==> src/rtl/pic_host_bus_master_pkg.sv <==
// Shared definitions for the PIC host bus master: FSM state encodings,
// bus cycle types and small elaboration-time helpers.
package pic_host_bus_master_pkg;

  // Bus master FSM states
  typedef enum logic [2:0] {
    ST_IDLE    = 3'd0,
    ST_SETUP   = 3'd1,
    ST_STROBE  = 3'd2,
    ST_HOLD    = 3'd3,
    ST_ACK1    = 3'd4,
    ST_GAP     = 3'd5,
    ST_ACK2    = 3'd6,
    ST_RECOVER = 3'd7
  } state_t;

  // Kind of bus cycle currently in flight
  typedef enum logic [1:0] {
    CYC_WRITE = 2'd0,
    CYC_READ  = 2'd1,
    CYC_INTA  = 2'd2
  } cyc_t;

  // Value parked on the data output whenever nothing is being written
  localparam logic [7:0] IDLE_DATA = 8'h00;

  // Largest of three cycle counts; sizes the shared down-counter
  function automatic int max3(input int a, input int b, input int c);
    int m;
    m = (a > b) ? a : b;
    return (m > c) ? m : c;
  endfunction

  // Bits needed to hold a reload value of maxv-1 (never less than one bit)
  function automatic int cnt_width(input int maxv);
    return (maxv <= 2) ? 1 : $clog2(maxv);
  endfunction

endpackage

==> src/rtl/pic_host_bus_master_if.sv <==
// Host request/response, interrupt and PIC-side bus signals of the
// host bus master, bundled so the master and its environment share one view.
interface pic_host_bus_master_if;

  logic       req_valid;
  logic       req_ready;
  logic       req_write;
  logic       req_a0;
  logic [7:0] req_wdata;
  logic       rsp_valid;
  logic [7:0] rsp_rdata;
  logic       int_ack_enable;
  logic       vector_valid;
  logic [7:0] vector;
  logic       busy;
  logic       chip_select_n;
  logic       read_enable_n;
  logic       write_enable_n;
  logic       interrupt_acknowledge_n;
  logic       A0;
  logic [7:0] data_bus_out;
  logic       data_bus_oe;
  logic [7:0] data_bus_in;
  logic       interrupt_to_cpu;

  // The bus master itself
  modport master (
    input  req_valid, req_write, req_a0, req_wdata, int_ack_enable,
           data_bus_in, interrupt_to_cpu,
    output req_ready, rsp_valid, rsp_rdata, vector_valid, vector, busy,
           chip_select_n, read_enable_n, write_enable_n,
           interrupt_acknowledge_n, A0, data_bus_out, data_bus_oe
  );

  // Host plus PIC environment around the master
  modport slave (
    output req_valid, req_write, req_a0, req_wdata, int_ack_enable,
           data_bus_in, interrupt_to_cpu,
    input  req_ready, rsp_valid, rsp_rdata, vector_valid, vector, busy,
           chip_select_n, read_enable_n, write_enable_n,
           interrupt_acknowledge_n, A0, data_bus_out, data_bus_oe
  );

endinterface

==> src/rtl/pic_host_bus_master_sync2.sv <==
// Two-flop synchronizer bringing the asynchronous PIC INT line into the
// clock domain; both flops clear to 0 on reset.
module pic_sync2 (
  input  logic clock,
  input  logic reset,
  input  logic i_async,
  output logic o_sync
);

  logic r_meta;
  logic r_sync;

  // Shift the raw level through two flops to settle metastability
  always_ff @(posedge clock or posedge reset) begin
    if (reset) begin
      r_meta <= 1'b0;
      r_sync <= 1'b0;
    end else begin
      r_meta <= i_async;
      r_sync <= r_meta;
    end
  end

  assign o_sync = r_sync;

endmodule

==> src/rtl/pic_host_bus_master.sv <==
// CPU-side initiator for the 8259 PIC bus. Converts host register
// read/write requests into timed chip-select/RD/WR/A0 cycles and, when
// allowed, answers INT with an 8086-style two-pulse INTA sequence that
// captures the interrupt vector. All PIC-side outputs come from flops.
module pic_host_bus_master
  import pic_host_bus_master_pkg::*;
#(
  parameter int STROBE_CYCLES  = 2,
  parameter int GAP_CYCLES     = 1,
  parameter int RECOVER_CYCLES = 2
) (
  input  logic                  clock,
  input  logic                  reset,
  pic_host_bus_master_if.master bus
);

  localparam int MAX_CYCLES = max3(STROBE_CYCLES, GAP_CYCLES, RECOVER_CYCLES);
  localparam int CNT_W      = cnt_width(MAX_CYCLES);

  localparam logic [CNT_W-1:0] STROBE_LOAD  = CNT_W'(STROBE_CYCLES - 1);
  localparam logic [CNT_W-1:0] GAP_LOAD     = CNT_W'(GAP_CYCLES - 1);
  localparam logic [CNT_W-1:0] RECOVER_LOAD = CNT_W'(RECOVER_CYCLES - 1);

  // Reject parameter values that would break the strobe timing
  if (STROBE_CYCLES < 1) begin : g_badStrobe
    $error("pic_host_bus_master: STROBE_CYCLES must be >= 1");
  end
  if (GAP_CYCLES < 1) begin : g_badGap
    $error("pic_host_bus_master: GAP_CYCLES must be >= 1");
  end
  if (RECOVER_CYCLES < 2) begin : g_badRecover
    $error("pic_host_bus_master: RECOVER_CYCLES must cover the synchronizer depth");
  end

  state_t           r_state;
  cyc_t             r_cyc;
  logic [CNT_W-1:0] r_cnt;
  logic             r_csN;
  logic             r_rdN;
  logic             r_wrN;
  logic             r_intaN;
  logic             r_a0;
  logic [7:0]       r_dataOut;
  logic             r_oe;
  logic [7:0]       r_rdCapture;
  logic             r_rspValid;
  logic [7:0]       r_rspData;
  logic             r_vecValid;
  logic [7:0]       r_vector;

  logic w_intSync;
  logic w_ackReq;
  logic w_cntDone;

  pic_sync2 u_intSync (
    .clock   (clock),
    .reset   (reset),
    .i_async (bus.interrupt_to_cpu),
    .o_sync  (w_intSync)
  );

  assign w_ackReq  = w_intSync && bus.int_ack_enable;
  assign w_cntDone = (r_cnt == '0);

  // An interrupt waiting to be acknowledged blocks new host requests, so
  // the INTA sequence always wins against a simultaneous request.
  assign bus.req_ready = (r_state == ST_IDLE) && !w_ackReq;
  assign bus.busy      = (r_state != ST_IDLE);

  assign bus.chip_select_n           = r_csN;
  assign bus.read_enable_n           = r_rdN;
  assign bus.write_enable_n          = r_wrN;
  assign bus.interrupt_acknowledge_n = r_intaN;
  assign bus.A0                      = r_a0;
  assign bus.data_bus_out            = r_dataOut;
  assign bus.data_bus_oe             = r_oe;
  assign bus.rsp_valid               = r_rspValid;
  assign bus.rsp_rdata               = r_rspData;
  assign bus.vector_valid            = r_vecValid;
  assign bus.vector                  = r_vector;

  // Bus cycle sequencer: one down-counter times every multi-clock state,
  // and every strobe, address and data output is updated here as a flop.
  always_ff @(posedge clock or posedge reset) begin
    if (reset) begin
      r_state     <= ST_IDLE;
      r_cyc       <= CYC_WRITE;
      r_cnt       <= '0;
      r_csN       <= 1'b1;
      r_rdN       <= 1'b1;
      r_wrN       <= 1'b1;
      r_intaN     <= 1'b1;
      r_a0        <= 1'b0;
      r_dataOut   <= IDLE_DATA;
      r_oe        <= 1'b0;
      r_rdCapture <= 8'h00;
      r_rspValid  <= 1'b0;
      r_rspData   <= 8'h00;
      r_vecValid  <= 1'b0;
      r_vector    <= 8'h00;
    end else begin
      r_rspValid <= 1'b0;
      r_vecValid <= 1'b0;
      case (r_state)
        ST_IDLE: begin
          if (w_ackReq) begin
            r_state <= ST_ACK1;
            r_cyc   <= CYC_INTA;
            r_intaN <= 1'b0;
            r_cnt   <= STROBE_LOAD;
          end else if (bus.req_valid) begin
            r_state   <= ST_SETUP;
            r_cyc     <= bus.req_write ? CYC_WRITE : CYC_READ;
            r_csN     <= 1'b0;
            r_a0      <= bus.req_a0;
            r_oe      <= bus.req_write;
            r_dataOut <= bus.req_write ? bus.req_wdata : IDLE_DATA;
          end
        end
        ST_SETUP: begin
          r_state <= ST_STROBE;
          r_cnt   <= STROBE_LOAD;
          if (r_cyc == CYC_WRITE) r_wrN <= 1'b0;
          else                    r_rdN <= 1'b0;
        end
        ST_STROBE: begin
          if (w_cntDone) begin
            r_state <= ST_HOLD;
            r_wrN   <= 1'b1;
            r_rdN   <= 1'b1;
            if (r_cyc == CYC_READ) r_rdCapture <= bus.data_bus_in;
          end else begin
            r_cnt <= r_cnt - 1'b1;
          end
        end
        ST_HOLD: begin
          r_state   <= ST_IDLE;
          r_csN     <= 1'b1;
          r_oe      <= 1'b0;
          r_a0      <= 1'b0;
          r_dataOut <= IDLE_DATA;
          if (r_cyc == CYC_READ) begin
            r_rspValid <= 1'b1;
            r_rspData  <= r_rdCapture;
          end
        end
        ST_ACK1: begin
          if (w_cntDone) begin
            r_state <= ST_GAP;
            r_intaN <= 1'b1;
            r_cnt   <= GAP_LOAD;
          end else begin
            r_cnt <= r_cnt - 1'b1;
          end
        end
        ST_GAP: begin
          if (w_cntDone) begin
            r_state <= ST_ACK2;
            r_intaN <= 1'b0;
            r_cnt   <= STROBE_LOAD;
          end else begin
            r_cnt <= r_cnt - 1'b1;
          end
        end
        ST_ACK2: begin
          if (w_cntDone) begin
            r_state    <= ST_RECOVER;
            r_intaN    <= 1'b1;
            r_vector   <= bus.data_bus_in;
            r_vecValid <= 1'b1;
            r_cnt      <= RECOVER_LOAD;
          end else begin
            r_cnt <= r_cnt - 1'b1;
          end
        end
        ST_RECOVER: begin
          if (w_cntDone) r_state <= ST_IDLE;
          else           r_cnt   <= r_cnt - 1'b1;
        end
        default: r_state <= ST_IDLE;
      endcase
    end
  end

  // Never drive the data bus while the PIC may be driving it
  a_oeVsStrobes: assert property (@(posedge clock) disable iff (reset)
    !(r_oe && (!r_rdN || !r_intaN)));

  // Read, write and interrupt-acknowledge strobes are mutually exclusive
  a_oneStrobe: assert property (@(posedge clock) disable iff (reset)
    ($countones({~r_rdN, ~r_wrN, ~r_intaN}) <= 1));

endmodule

==> src/flat_wrapper.sv <==
// flat-port wrapper written by rule: the top's interface ports become plain ports
module pic_host_bus_master_flat import pic_host_bus_master_pkg::*;
#(
  parameter int STROBE_CYCLES  = 2,
  parameter int GAP_CYCLES     = 1,
  parameter int RECOVER_CYCLES = 2
)
  (clock, reset, bus_req_valid, bus_req_write, bus_req_a0, bus_req_wdata, bus_int_ack_enable, bus_data_bus_in, bus_interrupt_to_cpu, bus_req_ready, bus_rsp_valid, bus_rsp_rdata, bus_vector_valid, bus_vector, bus_busy, bus_chip_select_n, bus_read_enable_n, bus_write_enable_n, bus_interrupt_acknowledge_n, bus_A0, bus_data_bus_out, bus_data_bus_oe);
  pic_host_bus_master_if bus_i ();
  input  logic clock;
  input  logic reset;
  input wire logic [$bits(bus_i.req_valid)-1:0] bus_req_valid;
  input wire logic [$bits(bus_i.req_write)-1:0] bus_req_write;
  input wire logic [$bits(bus_i.req_a0)-1:0] bus_req_a0;
  input wire logic [$bits(bus_i.req_wdata)-1:0] bus_req_wdata;
  input wire logic [$bits(bus_i.int_ack_enable)-1:0] bus_int_ack_enable;
  input wire logic [$bits(bus_i.data_bus_in)-1:0] bus_data_bus_in;
  input wire logic [$bits(bus_i.interrupt_to_cpu)-1:0] bus_interrupt_to_cpu;
  output wire logic [$bits(bus_i.req_ready)-1:0] bus_req_ready;
  output wire logic [$bits(bus_i.rsp_valid)-1:0] bus_rsp_valid;
  output wire logic [$bits(bus_i.rsp_rdata)-1:0] bus_rsp_rdata;
  output wire logic [$bits(bus_i.vector_valid)-1:0] bus_vector_valid;
  output wire logic [$bits(bus_i.vector)-1:0] bus_vector;
  output wire logic [$bits(bus_i.busy)-1:0] bus_busy;
  output wire logic [$bits(bus_i.chip_select_n)-1:0] bus_chip_select_n;
  output wire logic [$bits(bus_i.read_enable_n)-1:0] bus_read_enable_n;
  output wire logic [$bits(bus_i.write_enable_n)-1:0] bus_write_enable_n;
  output wire logic [$bits(bus_i.interrupt_acknowledge_n)-1:0] bus_interrupt_acknowledge_n;
  output wire logic [$bits(bus_i.A0)-1:0] bus_A0;
  output wire logic [$bits(bus_i.data_bus_out)-1:0] bus_data_bus_out;
  output wire logic [$bits(bus_i.data_bus_oe)-1:0] bus_data_bus_oe;
  assign bus_i.req_valid = bus_req_valid;
  assign bus_i.req_write = bus_req_write;
  assign bus_i.req_a0 = bus_req_a0;
  assign bus_i.req_wdata = bus_req_wdata;
  assign bus_i.int_ack_enable = bus_int_ack_enable;
  assign bus_i.data_bus_in = bus_data_bus_in;
  assign bus_i.interrupt_to_cpu = bus_interrupt_to_cpu;
  assign bus_req_ready = bus_i.req_ready;
  assign bus_rsp_valid = bus_i.rsp_valid;
  assign bus_rsp_rdata = bus_i.rsp_rdata;
  assign bus_vector_valid = bus_i.vector_valid;
  assign bus_vector = bus_i.vector;
  assign bus_busy = bus_i.busy;
  assign bus_chip_select_n = bus_i.chip_select_n;
  assign bus_read_enable_n = bus_i.read_enable_n;
  assign bus_write_enable_n = bus_i.write_enable_n;
  assign bus_interrupt_acknowledge_n = bus_i.interrupt_acknowledge_n;
  assign bus_A0 = bus_i.A0;
  assign bus_data_bus_out = bus_i.data_bus_out;
  assign bus_data_bus_oe = bus_i.data_bus_oe;
  pic_host_bus_master #(.STROBE_CYCLES(STROBE_CYCLES), .GAP_CYCLES(GAP_CYCLES), .RECOVER_CYCLES(RECOVER_CYCLES)) u_core (.clock(clock), .reset(reset), .bus(bus_i));
endmodule
==> config.mk <==
export PLATFORM = sky130hd
export DESIGN_NAME = pic_host_bus_master_flat
export DESIGN_NICKNAME = d
export VERILOG_FILES = /design/src/rtl/pic_host_bus_master_pkg.sv /design/src/rtl/pic_host_bus_master_if.sv /design/src/rtl/pic_host_bus_master_sync2.sv /design/src/rtl/pic_host_bus_master.sv /design/src/flat_wrapper.sv
export SDC_FILE = /design/constraint.sdc
export NUM_CORES = 1
export LEC_CHECK = 0
export BUFFER_PORTS_ARGS = -buffer_cell sky130_fd_sc_hd__buf_2
export CAP_MARGIN = 10
export CORE_MARGIN = 2
export CORE_UTILIZATION = 40
export CTS_CLUSTER_DIAMETER = 120
export DETAILED_ROUTE_END_ITERATION = 8
export SYNTH_ARGS = -nofsm -noshare
export SYNTH_HDL_FRONTEND = slang
export SYNTH_HIERARCHICAL = 1
export SYNTH_SLANG_ARGS = --single-unit
==> constraint.sdc <==
create_clock -name clock -period 2.4 [get_ports clock]
set_input_delay 0.48 -clock clock [delete_from_list [all_inputs] [get_ports clock]]
set_output_delay 0.48 -clock clock [all_outputs]
set_load 0.05 [all_outputs]
==> results.txt <==
- Leaving out filler cells and counting taps, the final layout contains 288.
* Area overhead of the layout relative to synthesis: 24.7%
- In this run the most used layer during global routing was met2.
- Summing every instance area after synthesis gives 2020 µm².
- Fraction of layout instances using a drive strength above 1: 46.6%
* Number of warnings issued by yosys: 6
* Wire length of the first global-routing pass: around 6400 µm
- In this run the post-CTS setup repair buffer count came out at 0.
- The total overflow left after global routing is 0.
- GPL Wtd Cong: 0.836
* Buffer cell driving the clock tree root: sky130_fd_sc_hd__clkbuf_8
- Leading area contributor after synthesis: sky130_fd_sc_hd__dfrtp_1
- The finished cells cover 2510 µm².
* Initial cell density of the core: 42.1%
* Post-route minimum period: 2.18 ns
- By area the synthesized netlist is led by sky130_fd_sc_hd__dfrtp_1, sky130_fd_sc_hd__mux2_2, sky130_fd_sc_hd__mux2_4.
- The die covers 5620 µm².
* Clock Pin Slew Worst Setup and Hold Paths: ~0.09 ns
- Switching power share of the total: between 40 and 50%
* Internal Pwr Total: 2.12 mW
* Count of clock tree sinks: 48
- Total of endpoints with negative setup slack in the final report: 0
- Leaving out fill and tap cells, the most frequent cells in the layout are sky130_fd_sc_hd__buf_2, sky130_fd_sc_hd__dfrtp_1, sky130_fd_sc_hd__nand2_1, sky130_fd_sc_hd__mux2_2, sky130_fd_sc_hd__mux2i_1.
- Number of storage elements in the synthesis netlist: 48
- Proportion of synthesized chip area in sequential cells: 59.8%
* Part of the total power dissipated in sequential elements: about 37%
* Global-route usage over all layers: 15.5%
- OpenSTA, run right after detailed placement, puts the worst setup slack at about 0.37 ns.
- Of all nets on the critical path, the largest fanout is 13.
- The clock network accounts for 15.0% of the total power.
* Die width: 75.0 µm
* Largest stage delay on the critical path: 0.39 ns
- The number of endpoints with negative hold slack in the final report was 0.
- The run finished with clean final reports.
* Number of levels in the clock H-tree: 2
* Pre-antenna DRT Iters: 4
* Post-Synthesis Net Count: 183
- The min-delay analysis places its worst path in the category primary input to asynchronous set/reset pin.
- For this run, the share of the core covered by cells in the final layout is approximately 53%.
* Achievable frequency: 459 MHz
- Total power for the finished layout comes to 3.94 mW.
- Yosys mapped the design onto 32 distinct sky130hd cell types.
* Post-route setup slack: 0.221 ns
- Data required, critical path: 1.92 ns
* Setup TNS: 0 ns
- The number of placed instances, taps included, is 280.
- Part of the power in combinational logic: 48.5%
* Average vias per placed instance: roughly 4.8
- Worst Tran Pin Value: 0.501 ns
- Die outline height: 75.0 µm
- The number of antenna diodes in the final layout is 0.
- Synthesis produced a netlist whose cell count is 160.
- After detailed routing, the average wire length per cell comes to roughly 14 µm.
- Detailed placement ended at an HPWL of 2940 µm.
- Antenna violations before repair: 0
* Crit path arrival time: 1.70 ns
* Filler instances: 429
- The number of global-route vias before repair came to approximately 1,400.
- Max-cap check violation count: 0
- TritonCTS created 5 clock buffers.
- Pin count of the biggest net entering global routing: 25
- Across the routed clock network, the largest skew measured is 0.00478 ns.
- Fin Hold WS: 0.0298 ns
- Clock Tree Buf Depth: 2
- Setup repair after global routing left no endpoint under its margin.
- Hold repair after CTS inserted 0 buffers.
- Detailed Route WL: 3950 µm
- For this design the ratio of total power to cell area is roughly 1600 nW/µm².
- Once placement finished, the instance area stood at around 2400 µm².
- Normalized max-slew margin: 66.5%
- Psw: between 1.5 and 2 mW
- Highest-delay cell along the critical path: sky130_fd_sc_hd__dfrtp_1
* Setup crit end kind: output port
- Met2 track demand over resource in global routing: 24.4%
* Area share of the largest cell type after synthesis: a little over half
* Routed vias: between 1,000 and 1,500
- The net count of the finished layout is between 200 and 250.
- Number of I/O pins: 57
* Classification of the worst setup path: flop to output port
- Site row count: 25
- After clock tree synthesis, the repair step resized 0 gates.
- In this run the remaining antenna-violating nets after routing total 0.
- For this design the static power due to leakage is 1.31 nW.
- Clock tree from TritonCTS: built
- Port buffering added 56 buffers.
- Commonest non-fill, non-tap cell in the layout: sky130_fd_sc_hd__buf_2
- After detailed routing, the number of remaining DRC violations is 0.
- Worst reg-to-reg path cell count: 3
- Traced cell by cell, the critical path runs through buf_4, nor3_1, inv_1, a21oi_2, buf_2.
* DRT iter0 DRCs: 73
- For this run, global-route usage on met1 was measured as 20.7%.
- Final period utilization: 90.8%
* Global-route track usage on met3: 4.28%
- The average instance in the mapped netlist occupies 12.6 µm².
- Pins Over Slew Limit: 0
- Total core area: 4790 µm²
- Startpoint type of the worst setup path: flop
- The worst-case IR drop observed on VDD is 913 µV.
- For the worst-skew pair, the clock arrives at the later sink with an insertion delay of around 0.3 ns.
## power groups by stage
stage               clock network [mW]  registers, mW  logic, mW
floorplan                            0           2.22      0.708
global placement                     0           1.44       1.89
detailed placement                   0           1.45       1.93
CTS                              0.613           1.44       1.93
global route                     0.649           1.50       2.03
finish                           0.590           1.44       1.91
## final cells by class
class	count	area [µm²]	share of cell area (%)
tap	67	83.8	3.33
timing repair buffer	62	338	13.4
multi-input combinational	96	744	29.6
inverter	7	26.3	1.05
sequential	48	1210	48.0
clock buffer	5	68.8	2.74
clock inverter	3	46.3	1.84
## routing by layer
layer	vias to the layer above	routed length (µm)
li1	668	-
met1	656	1810
met2	43	1870
met3	5	224
met4	0	45
met5	-	0
## registers in the layout, indices dropped and copies added, names as in the netlist
register                            count
u_core/bus.A0                           1
u_core/bus.chip_select_n                1
u_core/bus.data_bus_oe                  1
u_core/bus.data_bus_out                 8
u_core/bus.interrupt_acknowledge_n      1
u_core/bus.read_enable_n                1
u_core/bus.rsp_rdata                    8
u_core/bus.rsp_valid                    1
u_core/bus.vector                       8
u_core/bus.vector_valid                 1
u_core/bus.write_enable_n               1
u_core/r_cnt                            1
u_core/r_cyc                            2
u_core/r_rdCapture                      8
u_core/r_state                          3
u_core/u_intSync/o_sync                 1
u_core/u_intSync/r_meta                 1
## cells in the mapped netlist (all sizes together)
cell type  instances
nand2b             2
and3b              1
dfstp              4
a21o               1
a41oi              1
or3                1
nand2             22
nor3b              2
a21bo              1
dfrtp             44
inv                7
or4b               1
clkbuf             6
mux2              24
a21oi              4
o32ai              1
o21ba              1
o21ai              8
xnor2              1
mux2i             10
o41ai              1
o31ai              2
nor2               5
nor3               2
buf                3
o2bb2ai            1
nand3              2
nand3b             2
## cells by family (layout without fill, tap and decap cells)
family	count (synthesis)	count (layout)	synth area share, %
AOI/OAI and AO/OA	21	21	6.83
and+or+nand+nor	40	40	9.62
muxes	34	34	19.9
buffers and inverters	16	77	3.41
xor gates and xnor gates	1	1	0.435
DFF	48	48	59.8
## critical path, delay by kind of cell (launching register included)
family / cells / cell delay [ns]
DFF: 1 / 0.39
and+or+nand+nor: 1 / 0.29
buffers and inverters: 3 / 0.59
AOI/OAI and AO/OA: 1 / 0.12
## final timing paths
kind                                                    from                              endpoint  slack (ns)
setup reg to reg               u_core/r_state[0]$_DFFE_PP0P_     u_core/r_rdCapture[4]$_DFFE_PP0P_        0.38
min in group clock                      bus_interrupt_to_cpu     u_core/u_intSync/r_meta$_DFF_PP0_        0.28
max in group asynchronous                              reset  u_core/bus.chip_select_n$_DFFE_PP1P_        1.62
hold / removal                                         reset     u_core/u_intSync/r_meta$_DFF_PP0_        0.03
setup / recovery               u_core/r_state[2]$_DFFE_PP0P_                         bus_req_ready        0.22
hold reg to reg            u_core/u_intSync/r_meta$_DFF_PP0_     u_core/u_intSync/o_sync$_DFF_PP0_        0.36
No activity file was read; power rests on OpenSTA's default activity.
